===== src/rtl/uart_tx_framer_if.sv =====
// -----------------------------------------------------------------------------
// uart_tx_framer_if
//   Bundles the handshake and serial-side signals of the UART transmit framer.
//   The master side (TX FIFO read logic plus baud generator) supplies the baud
//   tick, start request and data word. The slave side (the framer) returns the
//   busy flag, the end-of-frame pulse and the serial line.
//
//   Signals
//     i_s_tick        master -> slave  16x-oversampling baud tick
//     i_tx_start      master -> slave  request to send i_din
//     i_din[DBIT]     master -> slave  word to send
//     o_tx_busy       slave  -> master frame in progress
//     o_tx_done_tick  slave  -> master one-cycle end-of-frame pulse
//     o_tx            slave  -> master registered serial line (idles high)
// -----------------------------------------------------------------------------
interface uart_tx_framer_if #(
   parameter int DBIT = 8
);
   logic            i_s_tick;
   logic            i_tx_start;
   logic [DBIT-1:0] i_din;
   logic            o_tx_busy;
   logic            o_tx_done_tick;
   logic            o_tx;

   modport master (
      output i_s_tick,
      output i_tx_start,
      output i_din,
      input  o_tx_busy,
      input  o_tx_done_tick,
      input  o_tx
   );

   modport slave (
      input  i_s_tick,
      input  i_tx_start,
      input  i_din,
      output o_tx_busy,
      output o_tx_done_tick,
      output o_tx
   );
endinterface


===== src/rtl/uart_tx_framer.sv =====
// -----------------------------------------------------------------------------
// uart_tx_framer
//   Serialises one parallel word into an asynchronous UART frame:
//   start bit, DBIT data bits LSB first, optional parity bit, stop bit(s).
//   Every bit lasts 16 baud ticks except the stop period, which lasts SB_TICK
//   ticks (16 = 1, 24 = 1.5, 32 = 2 stop bits).
//
//   Ports
//     i_clk     system clock, rising edge
//     i_reset   synchronous reset, active-high
//     bus       uart_tx_framer_if slave modport (tick, start, data in;
//               busy, done pulse, serial line out)
//
//   Parameters
//     DBIT        data bits per frame (5..9)
//     SB_TICK     ticks spent in the stop state
//     PARITY_EN   1 = append a parity bit after the data bits
//     PARITY_ODD  parity sense when enabled: 0 = even, 1 = odd
// -----------------------------------------------------------------------------
module uart_tx_framer #(
   parameter int DBIT       = 8,
   parameter int SB_TICK    = 16,
   parameter int PARITY_EN  = 0,
   parameter int PARITY_ODD = 0
) (
   input  logic            i_clk,
   input  logic            i_reset,
   uart_tx_framer_if.slave bus
);

   localparam logic [2:0] IDLE   = 3'd0;
   localparam logic [2:0] START  = 3'd1;
   localparam logic [2:0] DATA   = 3'd2;
   localparam logic [2:0] PARITY = 3'd3;
   localparam logic [2:0] STOP   = 3'd4;

   // Tick counter must reach 15 in the bit states and SB_TICK-1 in STOP.
   localparam int SW = (SB_TICK > 16) ? $clog2(SB_TICK) : 4;
   localparam int NW = (DBIT > 1) ? $clog2(DBIT) : 1;

   localparam logic [SW-1:0] S_LAST    = SW'(15);
   localparam logic [SW-1:0] SB_LAST   = SW'(SB_TICK - 1);
   localparam logic [NW-1:0] N_LAST    = NW'(DBIT - 1);
   localparam logic          PAR_SENSE = (PARITY_ODD != 0);
   localparam logic [2:0]    AFTER_DATA = (PARITY_EN != 0) ? PARITY : STOP;

   logic [2:0]      state_reg, state_next;
   logic [SW-1:0]   s_reg, s_next;
   logic [NW-1:0]   n_reg, n_next;
   logic [DBIT-1:0] b_reg, b_next;
   logic            par_reg, par_next;
   logic            tx_reg, tx_next;
   logic            done_reg, done_next;

   // NOTE: every variable gets a default before the case so that paths which
   // do not assign it hold their value instead of inferring a latch.
   always_comb begin
      state_next = state_reg;
      s_next     = s_reg;
      n_next     = n_reg;
      b_next     = b_reg;
      par_next   = par_reg;
      done_next  = 1'b0;

      case (state_reg)
         IDLE: begin
            if (bus.i_tx_start) begin
               b_next     = bus.i_din;
               par_next   = 1'b0;
               s_next     = '0;
               state_next = START;
            end
         end

         START: begin
            if (bus.i_s_tick) begin
               if (s_reg == S_LAST) begin
                  s_next     = '0;
                  n_next     = '0;
                  state_next = DATA;
               end else begin
                  s_next = s_reg + SW'(1);
               end
            end
         end

         DATA: begin
            if (bus.i_s_tick) begin
               if (s_reg == S_LAST) begin
                  s_next   = '0;
                  b_next   = b_reg >> 1;
                  par_next = par_reg ^ b_reg[0];
                  if (n_reg == N_LAST) begin
                     state_next = AFTER_DATA;
                  end else begin
                     n_next = n_reg + NW'(1);
                  end
               end else begin
                  s_next = s_reg + SW'(1);
               end
            end
         end

         PARITY: begin
            if (bus.i_s_tick) begin
               if (s_reg == S_LAST) begin
                  s_next     = '0;
                  state_next = STOP;
               end else begin
                  s_next = s_reg + SW'(1);
               end
            end
         end

         STOP: begin
            if (bus.i_s_tick) begin
               if (s_reg == SB_LAST) begin
                  state_next = IDLE;
                  done_next  = 1'b1;
               end else begin
                  s_next = s_reg + SW'(1);
               end
            end
         end

         default: state_next = IDLE;
      endcase

      // The line is decoded from the next state and registered, so o_tx only
      // moves on the same edge as a state or bit boundary and never glitches.
      case (state_next)
         START:   tx_next = 1'b0;
         DATA:    tx_next = b_next[0];
         PARITY:  tx_next = par_next ^ PAR_SENSE;
         default: tx_next = 1'b1;
      endcase
   end

   // NOTE: sequential state uses non-blocking assignments so every register
   // samples the values from before the edge, independent of statement order.
   always_ff @(posedge i_clk) begin
      // NOTE: the reset clears every register, including the shift register,
      // because the frame contents must be deterministic after an abort.
      if (i_reset) begin
         state_reg <= IDLE;
         s_reg     <= '0;
         n_reg     <= '0;
         b_reg     <= '0;
         par_reg   <= 1'b0;
         tx_reg    <= 1'b1;
         done_reg  <= 1'b0;
      end else begin
         state_reg <= state_next;
         s_reg     <= s_next;
         n_reg     <= n_next;
         b_reg     <= b_next;
         par_reg   <= par_next;
         tx_reg    <= tx_next;
         done_reg  <= done_next;
      end
   end

   assign bus.o_tx           = tx_reg;
   assign bus.o_tx_busy      = (state_reg != IDLE);
   assign bus.o_tx_done_tick = done_reg;

endmodule


===== src/flat_wrapper.sv =====
// flat-port wrapper written by rule: the top's interface ports become plain ports
module uart_tx_framer_flat 
#(
   parameter int DBIT       = 8,
   parameter int SB_TICK    = 16,
   parameter int PARITY_EN  = 0,
   parameter int PARITY_ODD = 0
)
  (i_clk, i_reset, bus_i_s_tick, bus_i_tx_start, bus_i_din, bus_o_tx_busy, bus_o_tx_done_tick, bus_o_tx);
  uart_tx_framer_if #(.DBIT(DBIT)) bus_i ();
  input  logic i_clk;
  input  logic i_reset;
  input wire logic [$bits(bus_i.i_s_tick)-1:0] bus_i_s_tick;
  input wire logic [$bits(bus_i.i_tx_start)-1:0] bus_i_tx_start;
  input wire logic [$bits(bus_i.i_din)-1:0] bus_i_din;
  output wire logic [$bits(bus_i.o_tx_busy)-1:0] bus_o_tx_busy;
  output wire logic [$bits(bus_i.o_tx_done_tick)-1:0] bus_o_tx_done_tick;
  output wire logic [$bits(bus_i.o_tx)-1:0] bus_o_tx;
  assign bus_i.i_s_tick = bus_i_s_tick;
  assign bus_i.i_tx_start = bus_i_tx_start;
  assign bus_i.i_din = bus_i_din;
  assign bus_o_tx_busy = bus_i.o_tx_busy;
  assign bus_o_tx_done_tick = bus_i.o_tx_done_tick;
  assign bus_o_tx = bus_i.o_tx;
  uart_tx_framer #(.DBIT(DBIT), .SB_TICK(SB_TICK), .PARITY_EN(PARITY_EN), .PARITY_ODD(PARITY_ODD)) u_core (.i_clk(i_clk), .i_reset(i_reset), .bus(bus_i));
endmodule

===== config.mk =====
export PLATFORM = sky130hd
export DESIGN_NAME = uart_tx_framer_flat
export DESIGN_NICKNAME = d
export VERILOG_FILES = /design/src/rtl/uart_tx_framer_if.sv /design/src/rtl/uart_tx_framer.sv /design/src/flat_wrapper.sv
export SDC_FILE = /design/constraint.sdc
export NUM_CORES = 1
export LEC_CHECK = 0
export ABC_AREA = 1
export BUFFER_PORTS_ARGS = -buffer_cell sky130_fd_sc_hd__buf_2
export CORE_UTILIZATION = 40
export CTS_CLUSTER_DIAMETER = 200
export CTS_CLUSTER_SIZE = 40
export DETAILED_ROUTE_END_ITERATION = 10
export SYNTH_ARGS = -nofsm -noshare
export SYNTH_HDL_FRONTEND = slang
export SYNTH_SLANG_ARGS = --single-unit

===== constraint.sdc =====
create_clock -name i_clk -period 1.6 [get_ports i_clk]
set_input_delay 0.16 -clock i_clk [delete_from_list [all_inputs] [get_ports i_clk]]
set_output_delay 0.16 -clock i_clk [all_outputs]
set_load 0.1 [all_outputs]

Word level (Yosys, flattened, before mapping)
Cells that the tools add are included.
Operators by class
  $add $sub $neg: 2
  multipliers: 0
  divide/modulo/power cells: 0
  magnitude comparators: 0
  equal/unequal tests: 18
  shift operators: 0
  mux-type cells: 33
  bitwise logic cells: 3
  reductions and logical operators: 10
Operators with widths (count)
  $mux 3: 15
  $mux 8: 3
  $mux 4: 5
  $pmux 8 s2: 1
  $pmux 3 s5: 1
  $eq 3x2->1 const B: 4
  $ne 2x2->1 const B: 6
  $pmux 4 s3: 1
  $eq 3x1->1 const B: 2
  $eq 3x3->1 const B: 2
  $ne 2x1->1 const B: 3
  $pmux 3 s2: 1
  $reduce_and 6->1: 1
  $reduce_bool 3->1: 2
  $reduce_or 3->1: 2
  $reduce_and 5->1: 1
  $add 4x1->4 const B: 1
  $eq 4x4->1 const B: 1
  $mux 1: 4
  $reduce_and 4->1: 1
  $reduce_bool 2->1: 2
  $add 3x1->3 const B: 1
  $logic_not 3->1: 1
  $pmux 1 s3: 1
  3 further kinds: 4
Storage, ports and cells
  flip-flop bits (word level): 21
  bits in latches: 0
  RAM bits: 0
  memory bits (read-only): 0
  input bits: 12
  output and inout bits: 3
  word-level logic and storage cells: 74
  memories kept: 0

Longest topological paths before layout
  word-level depth: 7
  mapped depth: 9
  gate-level depth less buffers: 9

Worst setup path after synthesis
Ideal clock, no wire load.
  path type: flip-flop to flip-flop
  start: register u_core.s_reg[0]
  end: register u_core.tx_reg, in the netlist u_core.bus.o_tx
  setup time: 122 ps
  arrival time: 1252 ps
  data required time: 1478 ps
  slack: 226 ps
  stages on the path, launching flop included: 9
  buffers on the path: 0
  period minus slack after synthesis: 1374 ps
  path through: dfxtp_1 > ha_1 > nand4_1 > nor2_4 > nand2_1 > nand2_1 > nand2_1 > nand2_1 > nand3_1
On the way
  longest elaborated chain between the ends: 6
  elaborated cells on any way between the ends: 20
  classes of those cells: eq/ne: 4; mux: 16
Ends and longest elaborated chain
  from (decl): RTL line uart_tx_framer.sv:48  | logic [SW-1:0] s_reg, s_next;
  from (signal assigned): RTL line uart_tx_framer.sv:154  | s_reg <= s_next;
  $eq 4x4->1 *
  $mux 3, on equally long branches (2 in a row)
  $pmux 3 s5: RTL line uart_tx_framer.sv:65  | case (state_reg)
  $eq 3x2->1 / $eq 3x1->1 (equally long branches): RTL line uart_tx_framer.sv:131  | case (state_next)
  $pmux 1 s3 *: RTL line uart_tx_framer.sv:131
  to (signal assigned): RTL line uart_tx_framer.sv:158  | tx_reg <= tx_next;
  to (decl): RTL line uart_tx_framer.sv:52  | logic tx_reg, tx_next;
Mark *: on every way between the ends. The rest lies on a longest branch, timed or not. The select of a mux whose other input is x is not followed.
A chain may end at the register's enable or synchronous reset.

Worst setup path after layout
  start: register u_core.state_reg[2]
  end: output bus_o_tx_busy
On the way
  longest elaborated chain between the ends: 1
Ends and longest elaborated chain
  from (decl): RTL line uart_tx_framer.sv:47  | logic [2:0] state_reg, state_next;
  from (signal assigned): RTL line uart_tx_framer.sv:153  | state_reg <= state_next;
  $reduce_bool 3->1: RTL line uart_tx_framer.sv:164  | assign bus.o_tx_busy = (state_reg != IDLE);
  to (decl): RTL line flat_wrapper.sv:16  | output wire logic [$bits(bus_i.o_tx_busy)-1:0] bus_o_tx_busy;
Every way passes these cells.

==> results_dict.tcl <==
set metrics [dict create \
    diodes 0 \
    ctsLongestPathBuffers 2 \
    cts_tree "done" \
    setup_tns_ns 0 \
    num_io_pins 15 \
    die_height_um 55.38 \
    synth.net_count 185 \
    ir_drop_mv 0.4088 \
    cts_max_level 1 \
    overflow 0 \
    die_area_um2 3067 \
    cp_cell_sequence "nor2_2 > nand2_1 > buf_4" \
    worstMarginPinSlew_ns 0.4835 \
    vias_per_cell 5.032 \
    synth_top_area_share_pct 36.88 \
    syn_to_final_growth_pct 15.15 \
    ys.flop_type "dfxtp_1" \
    hold_violations 0 \
    outcome "finished clean" \
    ys_top_cells_by_count "60 x nand2_1, 23 x nor2_1, 21 x dfxtp_1, 12 x a21oi_1, 10 x inv_1" \
    p_leak_nw 0.6140 \
    drtIter0Drc 21 \
    async_flop_share_pct 0 \
    cp_slowest_stage_delay_ns 0.53 \
    hold_buffers 0 \
    ys_ff_latch 21 \
    cts_sinks 21 \
    cts.clk_slew.worst_paths_ns 0.12 \
    clock_latency_ns 0.31 \
    critPathKind "flip-flop to output port" \
    antenna_found_initial 0 \
    power.density_nw_per_um2 741.4 \
    yosysMostFrequentCell "nand2_1" \
    gp_congestion 0.7966 \
    io_buffers 14 \
    ys_warn_count 0 \
    critPathLaunchType "flip-flop" \
    cts_buffers 3 \
    fin_skew_ns 0.008072 \
    synth_edf_count 0 \
    seq_area_um2 425.4 \
    dp_hpwl_um 1976 \
    syn_area_um2 1140 \
    drive_gt1_share_pct 22.11 \
    end_kind "output port" \
    multiInputGateArea_um2 683.2 \
    rows 18 \
    hold_ws_ns 0.09751 \
    yosysTopAreaCell "dfxtp_1" \
    slowest_stage "dfxtp_1" \
    hp-class "primary input to flip-flop" \
    finalCriticalPeriod_ns 1.456 \
    wl_per_cell_um 11.66 \
    netlist_instances 170 \
    totalPowerFinal_mw 0.9731 \
    fmax_ghz 0.6866 \
    setup_viol 0 \
    root_buffer "clkbuf_4" \
    fin_nets 206 \
    finalMaxSlewViolations 0 \
    vias 1107 \
    grt_pass1_vias 1030 \
    dieWidth_um 55.38 \
    instances_no_fill 220 \
    critical_path_required_ns 1.44 \
    fin_ws_ns 0.1435 \
    grt.total_usage_pct 17.32 \
    antenna_left 0 \
    fill_cells 276 \
    coreArea_um2 2590 \
    drv_cap 0 \
    synth_area_per_cell_um2 6.705 \
    slew-limit-headroom_pct 67.99 \
    yosys-top-cells-area "dfxtp_1 37%, nand2_1 20%, nor2_1 7.6%" \
    synth_cell_types 22 \
    placed_cells 214 \
    arrival_ns 1.30 \
    grt_pass1_wl_um 4278 \
    wirelength_um 2566 \
    period_share_pct 91.03 \
    critPathMaxFanout 7 \
    ys_seq_area_share_pct 36.88 \
    drc 0 \
    largest_reg_flops 8 \
    rsz0062_at_grt "false" \
    start_util_pct 44.01 \
    first_pass_iters 4 \
    grt_max_degree 16 \
    dp_slack_ns 0.02630 \
]
## worst paths after layout
check                                                    start  cells past startpoint  slack (ns)                            to
worst max register to register    u_core.s_reg[0]$_SDFFE_PP0P_                      8        0.15  u_core.b_reg[5]$_SDFFE_PP0P_
worst max-delay path            u_core.state_reg[2]$_SDFF_PP0_                      3        0.14                 bus_o_tx_busy
worst min-delay path                              bus_i_din[7]                      3         0.1  u_core.b_reg[7]$_SDFFE_PP0P_
worst min register to register    u_core.b_reg[7]$_SDFFE_PP0P_                      2        0.49  u_core.b_reg[7]$_SDFFE_PP0P_
## metrics by stage
| step | utilization [%] | cell area, µm² |
|---|---|---|
| floorplan | - | 1140 |
| global placement | 48.31 | 1251 |
| detailed placement | 48.31 | 1251 |
| CTS | 49.42 | 1280 |
| global route | 50.68 | 1313 |
| finish | 50.68 | 1313 |
## layout make-up
class                           count  share of cell area [%]
Clock buffer                        4                   2.002
Inverter                           12                   3.432
Multi-Input combinational cell    136                   52.05
Sequential cell                    21                   32.41
Tap cell                           30                   2.860
Timing Repair Buffer               17                   7.245
## repair_timing
action / in CTS / in global routing
endpoints found under the setup margin: 1 / 18
resized for setup: 1 / 5
setup buffers: 0 / 2
pin swaps: 0 / 2
## layout by cell type (no fill, tap or decap), drive strengths merged
cell type and count:
buf 17, ha 3, dfxtp 21, a211oi 1, nor3 1, nand3 12
nand4 3, o21ai 6, clkbuf 4, nor2 28, a21oi 13, nand2 66
or2 1, inv 12, nand3b 2
## critical path: cells and delay by family, from the launching register on
kind,cells,cell delay (ns)
buf+inv,1,0.28
flops,1,0.53
simple gates,2,0.18
## layer usage
| layer | GRT usage [%] | vias up | routed length, µm |
|---|---|---|---|
| met4 | 6.786 | 0 | 66 |
| met5 | 0 | - | 0 |
| met3 | 4.215 | 8 | 71 |
| met1 | 22.48 | 499 | 1192 |
| met2 | 27.54 | 17 | 1235 |
| li1 | - | 583 | - |
## logic make-up after synthesis
| logic type | synth area share [%] |
|---|---|
| AO/OA/AOI/OAI | 10.32 |
| adder cells (fa/ha/maj) | 3.293 |
| buffers and inverters | 4.281 |
| flip-flops | 36.88 |
| AND/OR/NAND/NOR | 45.22 |
## where the power goes
part,switching (mW),internal (mW),total [mW]
sequential,0.0166,0.543,0.560
clock,0.161,0.0974,0.259
combinational,0.106,0.0484,0.155
(Power assumes the default switching activity.)
